**src/rtl/pairing_host_loader_pkg.sv**
```systemverilog
// Shared types and constants for the BN254 pairing host loader.
// DATA_W matches one redundant_poly_L3 word; ADDR_W covers the core RAM depth.
package pairing_host_loader_pkg;

  localparam int DATA_W = 304;
  localparam int ADDR_W = 9;

  typedef enum logic [2:0] {
    IDLE,
    LOAD,
    KICK,
    WAIT,
    DRAIN,
    DONE
  } host_state_e;

  // Base plus offset into the core RAM, wrapping modulo the RAM size.
  function automatic logic [ADDR_W-1:0] wrap_addr(input int base,
                                                  input logic [ADDR_W-1:0] off);
    return ADDR_W'(base) + off;
  endfunction

endpackage

```
**src/rtl/pairing_host_loader_if.sv**
```systemverilog
// External RAM / control port of the BN254 pairing core.
// master: host sequencer side, slave: pairing core side.
interface pairing_host_loader_if;
  import pairing_host_loader_pkg::*;

  logic              core_run;
  logic [3:0]        core_n_func;
  logic              core_swrst;
  logic              core_busy;
  logic              core_endflag;
  logic              core_we;
  logic [ADDR_W-1:0] core_waddr;
  logic [DATA_W-1:0] core_wdata;
  logic [ADDR_W-1:0] core_raddr;
  logic [DATA_W-1:0] core_rdata;

  modport master (
    output core_run, core_n_func, core_swrst, core_we, core_waddr, core_wdata, core_raddr,
    input  core_busy, core_endflag, core_rdata
  );

  modport slave (
    input  core_run, core_n_func, core_swrst, core_we, core_waddr, core_wdata, core_raddr,
    output core_busy, core_endflag, core_rdata
  );

endinterface

```
**src/rtl/pairing_host_loader_out_fifo.sv**
```systemverilog
// host_out_fifo: small first-word-fall-through buffer for result words.
// DEPTH must be a power of two so the pointers wrap naturally.
module host_out_fifo #(
  parameter int DEPTH = 4,
  parameter int WIDTH = 304
) (
  input  logic                       clk,
  input  logic                       rst,
  input  logic                       push,
  input  logic [WIDTH-1:0]           push_data,
  input  logic                       pop,
  output logic [WIDTH-1:0]           head,
  output logic [$clog2(DEPTH):0]     count
);

  localparam int PTR_W = $clog2(DEPTH);

  logic [WIDTH-1:0] mem [DEPTH];
  logic [PTR_W-1:0] wr_ptr;
  logic [PTR_W-1:0] rd_ptr;

  // Storage array; contents need no reset because count gates visibility.
  always_ff @(posedge clk) begin
    if (push) mem[wr_ptr] <= push_data;
  end

  // Pointers and occupancy; simultaneous push and pop leave count unchanged.
  always_ff @(posedge clk) begin
    if (rst) begin
      wr_ptr <= '0;
      rd_ptr <= '0;
      count  <= '0;
    end else begin
      if (push) wr_ptr <= wr_ptr + 1'b1;
      if (pop)  rd_ptr <= rd_ptr + 1'b1;
      case ({push, pop})
        2'b10:   count <= count + 1'b1;
        2'b01:   count <= count - 1'b1;
        default: count <= count;
      endcase
    end
  end

  assign head = mem[rd_ptr];

endmodule

```
**src/rtl/pairing_host_loader.sv**
```systemverilog
// pairing_host_loader: loads operands into the pairing core RAM, kicks the core,
// waits for completion and streams the results back out with backpressure.
// Optional feature macro: PAIRING_HOST_TIMEOUT_EN (WAIT timeout, err_timeout, core_swrst).
module pairing_host_loader
  import pairing_host_loader_pkg::*;
#(
  parameter int N_IN      = 24,
  parameter int N_OUT     = 12,
  parameter int LOAD_BASE = 0,
  parameter int OUT_BASE  = 256,
  parameter int RD_LAT    = 2,
  parameter int FIFO_D    = 4,
  parameter int TMO_W     = 24
) (
  input  logic              clk,
  input  logic              rst,
  input  logic              start,
  input  logic [3:0]        func,
  input  logic [DATA_W-1:0] in_data,
  input  logic              in_valid,
  output logic              in_ready,
  output logic [DATA_W-1:0] out_data,
  output logic              out_valid,
  input  logic              out_ready,
  output logic              busy,
  output logic              done,
  output logic              err_timeout,
  pairing_host_loader_if.master core
);

  localparam int CNT_W  = ADDR_W + 1;
  localparam int FCNT_W = $clog2(FIFO_D) + 1;
  localparam int OCC_W  = FCNT_W + $clog2(RD_LAT + 1) + 1;

  localparam logic [CNT_W-1:0] LAST_IN   = CNT_W'(N_IN - 1);
  localparam logic [CNT_W-1:0] LAST_OUT  = CNT_W'(N_OUT - 1);
  localparam logic [CNT_W-1:0] N_OUT_C   = CNT_W'(N_OUT);
  localparam logic [OCC_W-1:0] FIFO_D_C  = OCC_W'(FIFO_D);

  host_state_e       state, state_next;
  logic [3:0]        func_q;
  logic [CNT_W-1:0]  wcnt, rcnt, pcnt;
  logic              busy_seen;
  logic [RD_LAT-1:0] rd_pipe;
  logic              we_q;
  logic [ADDR_W-1:0] waddr_q;
  logic [DATA_W-1:0] wdata_q;
  logic [FCNT_W-1:0] fifo_count;
  logic [OCC_W-1:0]  inflight;
  logic [OCC_W-1:0]  occupancy;
  logic              in_hs, pop, push, issue, wait_exit, tmo_hit;

  assign in_hs     = in_valid & in_ready;
  assign pop       = out_valid & out_ready;
  assign push      = rd_pipe[RD_LAT-1];
  assign wait_exit = core.core_endflag | (busy_seen & ~core.core_busy);
  assign occupancy = OCC_W'(fifo_count) + inflight;
  assign issue     = (state == DRAIN) && (rcnt < N_OUT_C) && (occupancy < FIFO_D_C);

  // Number of reads still travelling through the core's read pipeline.
  always_comb begin
    inflight = '0;
    for (int i = 0; i < RD_LAT; i++) inflight = inflight + OCC_W'(rd_pipe[i]);
  end

  // State register.
  always_ff @(posedge clk) begin
    if (rst) state <= IDLE;
    else     state <= state_next;
  end

  // Next-state logic.
  always_comb begin
    state_next = state;
    case (state)
      IDLE:    if (start) state_next = LOAD;
      LOAD:    if (in_hs && wcnt == LAST_IN) state_next = KICK;
      KICK:    state_next = WAIT;
      WAIT: begin
        if (wait_exit)    state_next = DRAIN;
        else if (tmo_hit) state_next = DONE;
      end
      DRAIN:   if (pop && pcnt == LAST_OUT) state_next = DONE;
      DONE:    state_next = IDLE;
      default: state_next = IDLE;
    endcase
  end

  // Job counters, RAM write register and read-pipeline tracking.
  always_ff @(posedge clk) begin
    if (rst) begin
      func_q    <= '0;
      wcnt      <= '0;
      rcnt      <= '0;
      pcnt      <= '0;
      busy_seen <= 1'b0;
      rd_pipe   <= '0;
      we_q      <= 1'b0;
      waddr_q   <= '0;
      wdata_q   <= '0;
    end else begin
      we_q    <= 1'b0;
      rd_pipe <= (rd_pipe << 1) | RD_LAT'(issue);
      case (state)
        IDLE: if (start) begin
          func_q <= func;
          wcnt   <= '0;
          rcnt   <= '0;
          pcnt   <= '0;
        end
        LOAD: if (in_hs) begin
          we_q    <= 1'b1;
          waddr_q <= wrap_addr(LOAD_BASE, wcnt[ADDR_W-1:0]);
          wdata_q <= in_data;
          wcnt    <= wcnt + 1'b1;
        end
        KICK:  busy_seen <= 1'b0;
        WAIT:  if (core.core_busy) busy_seen <= 1'b1;
        DRAIN: begin
          if (issue) rcnt <= rcnt + 1'b1;
          if (pop)   pcnt <= pcnt + 1'b1;
        end
        default: ;
      endcase
    end
  end

`ifdef PAIRING_HOST_TIMEOUT_EN
  logic [TMO_W-1:0] tmo_cnt;
  logic             err_q;

  // Cycles spent in WAIT for the current job.
  always_ff @(posedge clk) begin
    if (rst)                tmo_cnt <= '0;
    else if (state == WAIT) tmo_cnt <= tmo_cnt + 1'b1;
    else                    tmo_cnt <= '0;
  end

  // Sticky timeout flag, cleared only when a new job is accepted.
  always_ff @(posedge clk) begin
    if (rst)                                  err_q <= 1'b0;
    else if (state == IDLE && start)          err_q <= 1'b0;
    else if (tmo_hit && !wait_exit)           err_q <= 1'b1;
  end

  assign tmo_hit         = (state == WAIT) && (tmo_cnt == '1);
  assign core.core_swrst = tmo_hit & ~wait_exit;
  assign err_timeout     = err_q;
`else
  assign tmo_hit         = 1'b0;
  assign core.core_swrst = 1'b0;
  assign err_timeout     = 1'b0;
`endif

  host_out_fifo #(
    .DEPTH (FIFO_D),
    .WIDTH (DATA_W)
  ) u_fifo (
    .clk       (clk),
    .rst       (rst),
    .push      (push),
    .push_data (core.core_rdata),
    .pop       (pop),
    .head      (out_data),
    .count     (fifo_count)
  );

  assign out_valid        = (fifo_count != '0);
  assign in_ready         = (state == LOAD);
  assign busy             = (state != IDLE);
  assign done             = (state == DONE);
  assign core.core_run    = (state == KICK);
  assign core.core_n_func = func_q;
  assign core.core_we     = we_q;
  assign core.core_waddr  = waddr_q;
  assign core.core_wdata  = wdata_q;
  assign core.core_raddr  = wrap_addr(OUT_BASE, rcnt[ADDR_W-1:0]);

endmodule

```
**src/flat_wrapper.sv**
```systemverilog
// flat-port wrapper written by rule: the top's interface ports become plain ports
module pairing_host_loader_flat import pairing_host_loader_pkg::*;
#(
  parameter int N_IN      = 24,
  parameter int N_OUT     = 12,
  parameter int LOAD_BASE = 0,
  parameter int OUT_BASE  = 256,
  parameter int RD_LAT    = 2,
  parameter int FIFO_D    = 4,
  parameter int TMO_W     = 24
)
  (clk, rst, start, func, in_data, in_valid, in_ready, out_data, out_valid, out_ready, busy, done, err_timeout, core_core_run, core_core_n_func, core_core_swrst, core_core_we, core_core_waddr, core_core_wdata, core_core_raddr, core_core_busy, core_core_endflag, core_core_rdata);
  pairing_host_loader_if core_i ();
  input  logic clk;
  input  logic rst;
  input  logic start;
  input  logic [3:0] func;
  input  logic [DATA_W-1:0] in_data;
  input  logic in_valid;
  output logic in_ready;
  output logic [DATA_W-1:0] out_data;
  output logic out_valid;
  input  logic out_ready;
  output logic busy;
  output logic done;
  output logic err_timeout;
  output wire logic [$bits(core_i.core_run)-1:0] core_core_run;
  output wire logic [$bits(core_i.core_n_func)-1:0] core_core_n_func;
  output wire logic [$bits(core_i.core_swrst)-1:0] core_core_swrst;
  output wire logic [$bits(core_i.core_we)-1:0] core_core_we;
  output wire logic [$bits(core_i.core_waddr)-1:0] core_core_waddr;
  output wire logic [$bits(core_i.core_wdata)-1:0] core_core_wdata;
  output wire logic [$bits(core_i.core_raddr)-1:0] core_core_raddr;
  input wire logic [$bits(core_i.core_busy)-1:0] core_core_busy;
  input wire logic [$bits(core_i.core_endflag)-1:0] core_core_endflag;
  input wire logic [$bits(core_i.core_rdata)-1:0] core_core_rdata;
  assign core_core_run = core_i.core_run;
  assign core_core_n_func = core_i.core_n_func;
  assign core_core_swrst = core_i.core_swrst;
  assign core_core_we = core_i.core_we;
  assign core_core_waddr = core_i.core_waddr;
  assign core_core_wdata = core_i.core_wdata;
  assign core_core_raddr = core_i.core_raddr;
  assign core_i.core_busy = core_core_busy;
  assign core_i.core_endflag = core_core_endflag;
  assign core_i.core_rdata = core_core_rdata;
  pairing_host_loader #(.N_IN(N_IN), .N_OUT(N_OUT), .LOAD_BASE(LOAD_BASE), .OUT_BASE(OUT_BASE), .RD_LAT(RD_LAT), .FIFO_D(FIFO_D), .TMO_W(TMO_W)) u_core (.clk(clk), .rst(rst), .start(start), .func(func), .in_data(in_data), .in_valid(in_valid), .in_ready(in_ready), .out_data(out_data), .out_valid(out_valid), .out_ready(out_ready), .busy(busy), .done(done), .err_timeout(err_timeout), .core(core_i));
endmodule
```
**config.mk**
```make
export PLATFORM = sky130hd
export DESIGN_NAME = pairing_host_loader_flat
export DESIGN_NICKNAME = d
export VERILOG_FILES = /design/src/rtl/pairing_host_loader_pkg.sv /design/src/rtl/pairing_host_loader_if.sv /design/src/rtl/pairing_host_loader_out_fifo.sv /design/src/rtl/pairing_host_loader.sv /design/src/flat_wrapper.sv
export SDC_FILE = /design/constraint.sdc
export NUM_CORES = 2
export LEC_CHECK = 0
export CORE_AREA = 2 2 484 486
export DETAILED_ROUTE_END_ITERATION = 16
export DIE_AREA = 0 0 486 488
export PLACE_DENSITY = 0.42
export SYNTH_ARGS = -nofsm -noshare
export SYNTH_HDL_FRONTEND = slang
export SYNTH_SLANG_ARGS = --single-unit
```
**constraint.sdc**
```tcl
create_clock -name clk -period 9.6 [get_ports clk]
set_input_delay 1.92 -clock clk [delete_from_list [all_inputs] [get_ports clk]]
set_output_delay 1.92 -clock clk [all_outputs]
set_load 0.005 [all_outputs]
```
# == Yosys cells after proc, flatten, opt, wreduce, memory -nomap -nowiden ==
# Memories as Yosys holds them, arrays and structs flattened. A register that Yosys moved wholly into a read port is not among the register bits.
# Index checks and enable logic that the tools add are counted.
# totals
register_bits,361
word_cells,89
input_bits,619
mem_bits_rw,1216
mem_count,1
out_inout_bits,638
# mem_list
name,depth,word_bits,read_ports,rd_clocked_by_memory_dff,wr,line,text
u_core.u_fifo.mem,4,304,1,1,1,pairing_host_loader_out_fifo.sv:18,logic [WIDTH-1:0] mem [DEPTH];
# op_classes
n_reduce_logical,19
bitwise_logic,7
mux,20
magnitude_cmp,2
n_eq_ne,17
add_sub_neg,10
# ops
cell,n
$pmux W10 S2,3
$mux W10,4
$add A10 B1 Y10 const B,3
$pmux W3 S5,1
$mux W3,4
$eq A10 B4 Y1 const B,1
$eq A10 B5 Y1 const B,1
$lt A10 B4 Y1 const B,1
$ne A2 B2 Y1 const B,5
$add A9 B9 Y9 const A,1
$reduce_and A3 Y1,3
$reduce_bool A2 Y1,4
$eq A3 B2 Y1 const B,2
$eq A3 B3 Y1 const B,2
$lt A6 B3 Y1 const B,1
$ne A2 B1 Y1 const B,3
$pmux W3 S2,1
$reduce_and A2 Y1,3
$reduce_bool A3 Y1,2
$add A2 B1 Y2 const B,2
$add A3 B2 Y4,1
$logic_and A1 B1 Y1,4
$mux W1,4
$mux W2,2
14 further kinds,17

# == Logic depth before layout (Yosys ltp) ==
# logic_depth
ltp_word,6
mapped_depth,8

# == Modules after synthesis ==
# A second synthesis with hierarchy kept.
# hier_totals
hier_cells,3214
hier_area_um2,56968.4
# modules_own_cells
module,cells_per_inst,instances,area_each_um2,seq_area_each_um2
host_out_fifo,1633,1,44305.0,36695.2
pairing_host_loader,1581,1,12663.4,7086.8

# == Worst setup path after synthesis ==
# OpenSTA, ideal clock, no wires.
# synth_path
path_kind,register to register
startpoint,reg u_core.rd_pipe[1]
endpoint,mem u_core.u_fifo.mem[0][0] (enable)
arrival_ns,7.425
setup_time_ns,0.703
stages_incl_launch_ff,3
path_buffers,1
synth_period_minus_slack_ns,8.128
slack_ns,1.472
t_required_ns,8.897
path_cell_list,dfxtp_1 > clkbuf_1 > and2_1
# synth_via
elab_chain_cells,2
# synth_lines
element,line,text
from (decl),pairing_host_loader.sv:44,logic [RD_LAT-1:0] rd_pipe;
from (signal assigned),pairing_host_loader.sv:103,rd_pipe <= (rd_pipe << 1) | RD_LAT'(issue);
$mux W1,pairing_host_loader_out_fifo.sv:24,if (push) mem[wr_ptr] <= push_data;
$mux W1 (implied by the code),pairing_host_loader_out_fifo.sv:24,
to (decl),pairing_host_loader_out_fifo.sv:18,
# No other way between the ends.

==> impl_metrics.tcl <==
set metrics [dict create \
    clock_latency_ps 800 \
    die_area_um2 237000 \
    synth_ff_type "edfxtp_1" \
    drcViolationCount 0 \
    seqPwrFrac 0.486 \
    synth_fa_ha_area_frac 0.00234 \
    synth_edf_count 1216 \
    cap_violations 0 \
    htree_levels 4 \
    cp_data_arrival_time_ps 3990 \
    start_util 0.245 \
    crit_fanout 77 \
    cts_buffers 182 \
    root_buffer "clkbuf_16" \
    clock-sinks 1579 \
    via_per_inst 4.35 \
    cell_internal_pwr_mw 12.0 \
    hold_slack_ps 442 \
    synth-seq-area-share 0.771 \
    fin_crit_sh 0.616 \
    area_growth_pct 38.9 \
    post-cts-setup-buffers 0 \
    antenna_found_initial 131 \
    netlist_area_um2 56800 \
    postCtsResizedCells 0 \
    yosysWarnings 0 \
    final_cell_mix "clkdlybuf4s50_1, edfxtp_1, nand2_1" \
    setup_tns_ps 0 \
    ios 1257 \
    met1_length_mm 78.1 \
    port_buffers 1254 \
    p_switching_mw 3.51 \
    switching_share 0.226 \
    grt_pass1_wl_mm 281 \
    drt_iter0_markers 2013 \
    rows 177 \
    die_x_um 486 \
    synthCells 3224 \
    status "finished, final reports clean" \
    cts_hold_buffers 0 \
    slew_viol_final 0 \
    hp-class "reg2reg" \
    synth_top_family_by_area "multiplexers" \
    cts_tree "built" \
    clk_pin_slew_ps 60 \
    die_h_um 488 \
    drive_gt1_frac 0.133 \
    synth-simple-area-share 0.0536 \
    combPwrFrac 0.069 \
    setup.worst_path.class "reg2out" \
    cp.required_ps 7680 \
    fmax_mhz 169 \
    async_flop_share 0 \
    routedWlPerCell_um 26.5 \
    first_pass_iters 5 \
    fillers 22400 \
    yosys_register_bits 1579 \
    synthMuxAreaShare 0.122 \
    dr_wl_met3_mm 22.8 \
    vias 33600 \
    p_clk_frac 0.445 \
    finalNetCount 5136 \
    ys_types 53 \
    grt_start_max_net_pins 176 \
    gp_congestion 0.841 \
    avgSynthCellArea_um2 17.6 \
    worst_pin_slew_ps 1010 \
    peakVddDrop_mv 0.139 \
    start_kind "register" \
    clk_path_buf_depth 3 \
    slew_headroom 0.328 \
    rsz0062_at_grt "false" \
    first_global_vias 34800 \
    min_period_ps 5910 \
    detailed_place_hpwl_mm 145 \
    setup_viol 0 \
    ant_nets 0 \
    finClkSkew_ps 51.0 \
    synth_xor_area_frac 0.00201 \
    drt-total-wl_mm 205 \
    power_density_nw_per_um2 197 \
    hold_viol_final 0 \
    synth-compound-area-share 0.0323 \
    top_layer "met5" \
    final_common_cell "clkdlybuf4s50_1" \
    p_leak_nw 24.5 \
    overflow 0 \
    coreArea_um2 232000 \
    wl_met2_mm 99.4 \
    track_usage 0.168 \
    end_kind "primary output" \
]
-- metal layers --
layer | up-vias | global-route usage
met5 | - | 0
met4 | 92 | 0.0393
met3 | 358 | 0.0814
met2 | 1227 | 0.281
met1 | 17000 | 0.194
li1 | 14900 | -
-- metrics by stage --
stage / instances / power, mW / setup WS, ps / util / instance area [µm²]
floorplan: 3225 / 8.03 / 1470 / - / 56800
global placement: 7366 / 8.79 / 4390 / 0.314 / 72800
detailed placement: 7366 / 8.80 / 4360 / 0.314 / 72800
CTS: 7712 / 15.8 / 3450 / 0.340 / 78700
global route: 7716 / 16.1 / 3310 / 0.340 / 78800
finish: 7736 / 15.5 / 3690 / 0.340 / 78800
-- Yosys cell counts, types with 10 or more instances --
library cell  count  share of area
edfxtp_1       1216           0.64
nand2_1         640          0.042
dfxtp_1         363           0.13
a21oi_1         328          0.029
mux4_2          304           0.12
clkbuf_1        101         0.0067
buf_2            72         0.0063
nor2_1           30         0.0020
inv_1            14        0.00093
and2_1           11         0.0012
buf_1            10        0.00066
buf_4            10         0.0013
-- cell families after synthesis --
| family | count (synthesis) |
|---|---|
| adders and majority gates | 10 |
| muxes | 311 |
| AOI/OAI and AO/OA | 355 |
| and+or+nand+nor | 746 |
| buffers and inverters | 209 |
| xor gates and xnor gates | 13 |
| other | 1 |
| DFF | 1579 |
-- registers in the layout, indices dropped and copies added, names as in the netlist, named ones only --
name                     flops
u_core.core.core_n_func      4
u_core.u_fifo.rd_ptr         2
u_core.core.core_we          1
u_core.core.core_wdata     304
u_core.rcnt                 10
u_core.state                 3
u_core.busy_seen             1
u_core.u_fifo.mem         1216
u_core.pcnt                 10
u_core.u_fifo.wr_ptr         2
u_core.rd_pipe               2
u_core.core.core_waddr       9
u_core.u_fifo.count          3
u_core.wcnt                 10
-- area by class of cell --
cell class | instances | area (µm²) | area share
antenna | 24 | 60.1 | 0.000762
clock buffer | 256 | 5070 | 0.0643
clock inverter | 90 | 928 | 0.0118
inverter | 14 | 52.6 | 0.000667
multi-input combinational | 1437 | 12100 | 0.153
sequential | 1579 | 43800 | 0.556
tap | 3043 | 3810 | 0.0483
timing repair buffer | 1293 | 13000 | 0.165
-- critical path: stages (launching register included) --
cell and delay, ps:
dfxtp_4 810, buf_12 480, buf_4 470, mux4_2 560, clkdlybuf4s50_1 540
-- power groups by stage --
stage          clock [mW]  sequential [mW]  combinational, mW
6_report             6.91             7.56               1.08
5_1_grt              7.40             7.57               1.17
3_5_place_dp            0             7.70               1.10
3_3_place_gp            0             7.70               1.10
4_1_cts              7.14             7.56               1.10
2_1_floorplan           0             7.69              0.336
-- worst paths after layout --
check                                                   from                                        to  slack, ps  cells after the start
worst min register to register  u_core.rd_pipe[0]$_SDFF_PP0_              u_core.rd_pipe[1]$_SDFF_PP0_        440                      1
worst max-delay path                                register                             out_data[284]       3690                      4
worst min-delay path            u_core.rd_pipe[0]$_SDFF_PP0_              u_core.rd_pipe[1]$_SDFF_PP0_        440                      1
worst max register to register  u_core.state[1]$_SDFFE_PP0P_  u_core.core.core_wdata[223]$_SDFFE_PP0P_       6320                      5
No activity file was read; power rests on OpenSTA's default activity.
